[config.mk]
export PLATFORM = sky130hd
export DESIGN_NAME = connect4_turn_timer
export DESIGN_NICKNAME = d
export VERILOG_FILES = /design/src/rtl/connect4_turn_timer.sv
export SDC_FILE = /design/constraint.sdc
export NUM_CORES = 1
export LEC_CHECK = 0
export CAP_MARGIN = 20
export CORE_ASPECT_RATIO = 0.8
export CORE_MARGIN = 10
export CORE_UTILIZATION = 55
export DETAILED_ROUTE_END_ITERATION = 7
export PLACE_DENSITY = 0.77
export REMOVE_ABC_BUFFERS = 1
export SETUP_SLACK_MARGIN = 0.1
export SLEW_MARGIN = 10
export SYNTH_ARGS = -nofsm -noshare
export SYNTH_HDL_FRONTEND = slang
export SYNTH_SLANG_ARGS = --single-unit
[constraint.sdc]
create_clock -name clk -period 5.95 [get_ports clk]
set_input_delay 1.19 -clock clk [delete_from_list [all_inputs] [get_ports clk]]
set_output_delay 1.19 -clock clk [all_outputs]
set_load 0.05 [all_outputs]
[src/rtl/connect4_turn_timer.sv]
// Purpose : per-turn countdown for Connect-4; reloads on entry to PLAYER_TURN, pulses times_up on expiry.
// Latency : all outputs registered; they reflect inputs sampled on the previous clk edge (async reset clears at once).
// Backpressure: none; times_up is a single-cycle pulse with no handshake, the controller must catch it.
//
// Ports:
//   clk, reset            - system clock, asynchronous active-high reset
//   game_state[2:0]       - controller state code (1 = PLAYER_TURN, 5 = GAME_OVER)
//   timer_enable          - level; 0 stops counting and suppresses expiry
//   times_up              - one-cycle expiry pulse
//   running               - high while the countdown is active
//   seconds_left[6:0]     - remaining whole seconds, binary
//   bcd_tens/bcd_ones     - decimal digits of seconds_left
//   warning               - running with seconds_left <= WARN_SECONDS
module connect4_turn_timer #(
   parameter int CLK_HZ       = 50_000_000,
   parameter int TURN_SECONDS = 15,
   parameter int WARN_SECONDS = 3
) (
   input  logic       clk,
   input  logic       reset,
   input  logic [2:0] game_state,
   input  logic       timer_enable,
   output logic       times_up,
   output logic       running,
   output logic [6:0] seconds_left,
   output logic [3:0] bcd_tens,
   output logic [3:0] bcd_ones,
   output logic       warning
);

   localparam int            PW        = (CLK_HZ > 1) ? $clog2(CLK_HZ) : 1;
   localparam logic [PW-1:0] PRE_TC    = PW'(CLK_HZ - 1);
   localparam logic [6:0]    LOAD_SEC  = 7'(TURN_SECONDS);
   localparam logic [3:0]    LOAD_TENS = 4'(TURN_SECONDS / 10);
   localparam logic [3:0]    LOAD_ONES = 4'(TURN_SECONDS % 10);
   localparam logic [6:0]    WARN_SEC  = 7'(WARN_SECONDS);
   localparam logic [2:0]    GS_TURN   = 3'd1;
   localparam logic [2:0]    GS_OVER   = 3'd5;

   typedef enum logic [1:0] {
      IDLE    = 2'd0,
      RUNNING = 2'd1,
      EXPIRED = 2'd2,
      HALTED  = 2'd3
   } state_t;

   state_t        state, state_nxt;
   logic [2:0]    prev_state;
   logic [PW-1:0] pre, pre_nxt;
   logic [6:0]    sec_nxt;
   logic [3:0]    tens_nxt, ones_nxt;
   logic          tu_nxt;
   logic          in_turn, over, entry, tick;

   assign in_turn = (game_state == GS_TURN);
   assign over    = (game_state == GS_OVER);
   // prev_state resets to 0, so a game_state already at 1 out of reset is an entry.
   assign entry   = in_turn && (prev_state != GS_TURN);
   assign tick    = (pre == PRE_TC);

   always_ff @(posedge clk or posedge reset) begin
      if (reset) begin
         state <= IDLE;
      end else begin
         state <= state_nxt;
      end
   end

   always_comb begin
      state_nxt = state;
      pre_nxt   = pre;
      sec_nxt   = seconds_left;
      tens_nxt  = bcd_tens;
      ones_nxt  = bcd_ones;
      tu_nxt    = 1'b0;
      case (state)
         IDLE: begin
            if (over) begin
               state_nxt = HALTED;
            end else if (entry && timer_enable) begin
               state_nxt = RUNNING;
               pre_nxt   = '0;
               sec_nxt   = LOAD_SEC;
               tens_nxt  = LOAD_TENS;
               ones_nxt  = LOAD_ONES;
            end
         end
         RUNNING: begin
            // GAME_OVER beats leave/disable, which beats the tick: an expiry
            // tick on the same edge as a leave is dropped with no pulse.
            if (over) begin
               state_nxt = HALTED;
               pre_nxt   = '0;
            end else if (!in_turn || !timer_enable) begin
               state_nxt = IDLE;
               pre_nxt   = '0;
            end else if (tick) begin
               pre_nxt = '0;
               sec_nxt = seconds_left - 7'd1;
               if (bcd_ones == 4'd0) begin
                  ones_nxt = 4'd9;
                  tens_nxt = bcd_tens - 4'd1;
               end else begin
                  ones_nxt = bcd_ones - 4'd1;
               end
               if (seconds_left == 7'd1) begin
                  state_nxt = EXPIRED;
                  tu_nxt    = 1'b1;
               end
            end else begin
               pre_nxt = pre + 1'b1;
            end
         end
         EXPIRED: begin
            if (!in_turn) begin
               state_nxt = over ? HALTED : IDLE;
            end
         end
         HALTED: begin
            // Frozen until reset.
         end
         default: state_nxt = IDLE;
      endcase
   end

   always_ff @(posedge clk or posedge reset) begin
      if (reset) begin
         prev_state   <= 3'd0;
         pre          <= '0;
         seconds_left <= 7'd0;
         bcd_tens     <= 4'd0;
         bcd_ones     <= 4'd0;
         times_up     <= 1'b0;
         running      <= 1'b0;
         warning      <= 1'b0;
      end else begin
         prev_state   <= game_state;
         pre          <= pre_nxt;
         seconds_left <= sec_nxt;
         bcd_tens     <= tens_nxt;
         bcd_ones     <= ones_nxt;
         times_up     <= tu_nxt;
         running      <= (state_nxt == RUNNING);
         warning      <= (state_nxt == RUNNING) && (sec_nxt <= WARN_SEC);
      end
   end

endmodule

Yosys cells after proc, flatten, opt, wreduce, memory -nomap -nowiden. Index checks and enable logic that the tools add are counted.

Bits in registers: 49. Latch bits: 0. Memory bits (writable): 0. Bits in read-only memories: 0. Bits of input ports: 6. Output and inout bits: 18. Logic and storage cells: 80. Memories: 0.

Add/sub/neg operators: 4. Multipliers: 0. Divide/modulo/power cells: 0. $lt $le $gt $ge: 1. Equal/unequal tests: 14. Shifts and indexed selects: 0. Multiplexer cells: 40. Bitwise gates (word level): 0. Reduce and logical (&&, ||, !) cells: 12.

Operators with widths (number): $mux W26 (5); $pmux W26 S2 (1); $mux W4 (12); $mux W7 (5); $add A26 B1 Y26 const B (1); $eq A26 B26 Y1 const B (1); $mux W2 (8); $pmux W4 S2 (2); $pmux W7 S2 (1); $ne A2 B2 Y1 const B (6); $sub A4 B1 Y4 const B (2); $eq A7 B1 Y1 const B (1); $le A7 B2 Y1 const B (1); $reduce_and A7 Y1 (1); $sub A7 B1 Y7 const B (1); $pmux W2 S3 (1); $reduce_and A6 Y1 (1); $mux W1 (5); $eq A2 B1 Y1 const B (2); $logic_not A4 Y1 (1); $eq A3 B1 Y1 const B (1); $eq A3 B3 Y1 const B (1); $logic_and A1 B1 Y1 (3); $ne A3 B1 Y1 const B (1); 6 further kinds (7).

Depth between registers and ports, before layout.
Depth after elaboration: 8. Gate-level depth with buffers: 8. Mapped depth without buffers: 7.

Worst setup path before layout. Ideal clock, no wire load.

Path type: input port to flip-flop. From: input port game_state[1]. To: register pre[21]. Setup time: 0.132 ns. Data arrival time: 2.609 ns. Data required time: 5.818 ns. Setup slack: 3.210 ns. Stages: 7. Buffers on the path: 1. Path through: and4bb_1 -> buf_4 -> a31oi_4 -> or4_4 -> nor3_2 -> xnor2_1 -> nor2_1.

Cells in the longest elaborated chain, start to end: 6. Elaborated cells on any way between the ends: 12. Classes of those cells: eq/ne: 4; mux: 3; reduce/logical: 5.

RTL lines: from (decl) (RTL line 21) `input logic [2:0] game_state,`; $eq A3 B1 Y1 (RTL line 55) `assign in_turn = (game_state == GS_TURN);`; $logic_not A1 Y1; $logic_or A1 B1 Y1 (RTL line 94) `end else if (!in_turn || !timer_enable) begin`; $mux W26 (RTL line 94); $mux W26 (RTL line 91) `if (over) begin`; $pmux W26 S2 (RTL line 76) `case (state)`; to (signal assigned) (RTL line 138) `pre <= pre_nxt;`; to (decl) (RTL line 49) `logic [PW-1:0] pre, pre_nxt;`.

Parallel ways exist; a longest one is shown, timed or not. A chain may end at the register's enable or synchronous reset.

Worst setup path after layout.
From: input port game_state[1]. To: register pre[25].

The elaborated chain is that of the path after synthesis.

==> metrics.txt <==
crit-path cells=clkdlybuf4s50_1 > and4bb_1 > a31oi_4 > or4_4 > nor3_2 > xnor2_1 > nor2_1; detailed-route DRC error count=0; Critical Path Start Type=input port; clock skew=5.81 ps; # port buffers=23; Final min period=3260 ps; Setup crit end kind=flop; slowest stage cell, crit path=or4_4; Clock Tree Buf Depth=2; Cell Pwr Density=278 nW/um^2; final total power=833 uW; CTS buffer count=5; share of cells above drive strength 1=0.0693; FP Rows=22; EDFF count, synth=0; Synth top cells by count=dfrtp_1 (49), nor2_1 (46), nand2_1 (24), nand3_1 (17), inv_1 (15); largest net degree at the start of global routing=50; Max Fclk=307 MHz; routability-driven placement congestion ratio=0.882; CP Class=in2reg; synth unique cells=48; top post-synthesis cells by area=dfrtp_1 (47%), nor2_1 (6.7%), xnor2_1 (4.4%); # diodes=0; Die Y=81.4 um; routed length per instance=14.6 um; Mapped Cells=274; clock root cell=clkbuf_8; top-count cell post-synth=dfrtp_1; Routed Antenna Nets=0; Final period util=0.548; clock net sink count=49; Final Max Slew Viols=0; # Post-CTS Setup Buffers=0; Worst Path Arrival=3440 ps; register bit total from synthesis=49; Final Hold Fails=0; unrepaired setup endpoints after global routing=false; post-synth top area share=0.473; Hold Crit Class=reg2reg; status=finished, final reports clean; Clk pin slew, worst setup/hold paths=80 ps; DRT iter0 DRCs=165; Die X=96.8 um; vias per cell=5.60; vias in the first global route=1931; VDD IR max=0.179 mV; max cap viols=0; number of synthesis warnings=0; DR pass1 iterations=4; Total Neg Setup Slack=0 ps; CP max stage delay=610 ps; fin nets=314; final-report setup violation count=0; CTS tree=done; die area=7880 sq um; fraction of registers with async set/reset=1.00; Synth Cell Area=2590 sq um; Post-CTS Hold Buffers=0; WP data required=6130 ps; DP HPWL=3870 um; Seq/Total Area, Yosys=0.473; critical-path maximum fanout=9; CTS H-tree depth=2; Leak=0.00125 uW; post-synth top area cell=dfrtp_1; Top FF cell, synth=dfrtp_1; final wirelength=5290 um; Ports=24; synth-to-layout area growth=15.7%; Starting Density=0.567; relative slew slack=0.451; core region area=4570 sq um; worst skew pair latency=300 ps; Avg Cell Area, Syn=9.46 sq um; post-cts gate resize count=0; first-pass GRT wire length=9340 um; gr usage total=0.140; Worst Tran Pin Value=817 ps; GRT overflow=0; initial antenna violation count=0; DR vias=2031
==> where the power goes <==
group / internal [uW] / switching [uW] / leakage, uW / total (uW)
Combinational: 79.0 / 163 / 0.000561 / 242
Sequential: 362 / 32.5 / 0.000643 / 394
Clock: 92.4 / 104 / 0.0000443 / 196
Total: 533 / 300 / 0.00125 / 833
==> registers in the layout, indices dropped and copies added, names as in the netlist <==
register and flops:
bcd_tens 4, warning 1, pre 26, bcd_ones 4, state 2, prev_state 3
seconds_left 7, times_up 1, running 1
==> critical path: cells and delay by family <==
| kind | cells | cell delay [ps] |
|---|---|---|
| buffers and inverters | 1 | 460 |
| and+or+nand+nor | 4 | 1440 |
| xor gates and xnor gates | 1 | 150 |
| AOI/OAI and AO/OA | 1 | 210 |
==> kinds of logic after synthesis <==
| group | count (synthesis) | share of synthesized area |
|---|---|---|
| xor gates and xnor gates | 23 | 0.0777 |
| and+or+nand+nor | 138 | 0.283 |
| AOI/OAI and AO/OA | 36 | 0.0975 |
| muxes | 4 | 0.0154 |
| DFF | 49 | 0.473 |
| buffers and inverters | 19 | 0.0294 |
| adders and majority gates | 5 | 0.0241 |
==> cells in the final DEF, fill, tap and decap left out, drive strengths merged, types with 3 or more instances in the layout <==
cell            n
a21oi           8
a31oi           3
and3            4
buf             3
clkbuf          7
clkdlybuf4s50  23
dfrtp          49
ha              5
inv            15
mux2i           4
nand2          24
nand2b          3
nand3          17
nand4           8
nor2           46
nor3           11
nor4            6
o21ai          12
o31ai           4
xnor2          13
xor2           10
==> layer usage <==
metal	vias to the layer above	routed length [um]	track usage
met1	940	2580	0.194
met4	0	80	0.0544
met5	-	0	0
met2	61	2250	0.206
met3	9	380	0.0348
li1	1021	-	-
==> final timing paths <==
path	startpoint	endpoint	slack, ps	cells after the start
worst max-delay path	game_state[1]	pre[25]$_DFFE_PP0P_	2690	7
worst min-delay path	bcd_ones[2]$_DFFE_PP0P_	bcd_ones[2]$_DFFE_PP0P_	530	2
worst max register to register	pre[0]$_DFFE_PP0P_	warning$_DFF_PP0_	3690	7
worst min register to register	bcd_ones[2]$_DFFE_PP0P_	bcd_ones[2]$_DFFE_PP0P_	530	2
max in group asynchronous	reset	pre[1]$_DFFE_PP0P_	4240	3
min in group asynchronous	reset	bcd_tens[3]$_DFFE_PP0P_	1200	2
==> stage by stage <==
stage	area [sq um]	hold WS, ps	util	std cells	setup WS [ps]
detailed placement	2890	513	0.633	355	2390
CTS	2980	531	0.652	362	2700
floorplan	2570	486	-	270	3100
global route	3000	568	0.656	363	2510
global placement	2890	500	0.633	355	2460
finish	3000	531	0.656	363	2690
==> layout make-up <==
cell class	instances	area (sq um)
multi-input combinational	206	1290
sequential	49	1230
clock buffer	7	86.3
fill	378	1570
tap	60	75.1
inverter	15	56.3
timing repair buffer	26	265
Power figures use the tool's default switching activity.
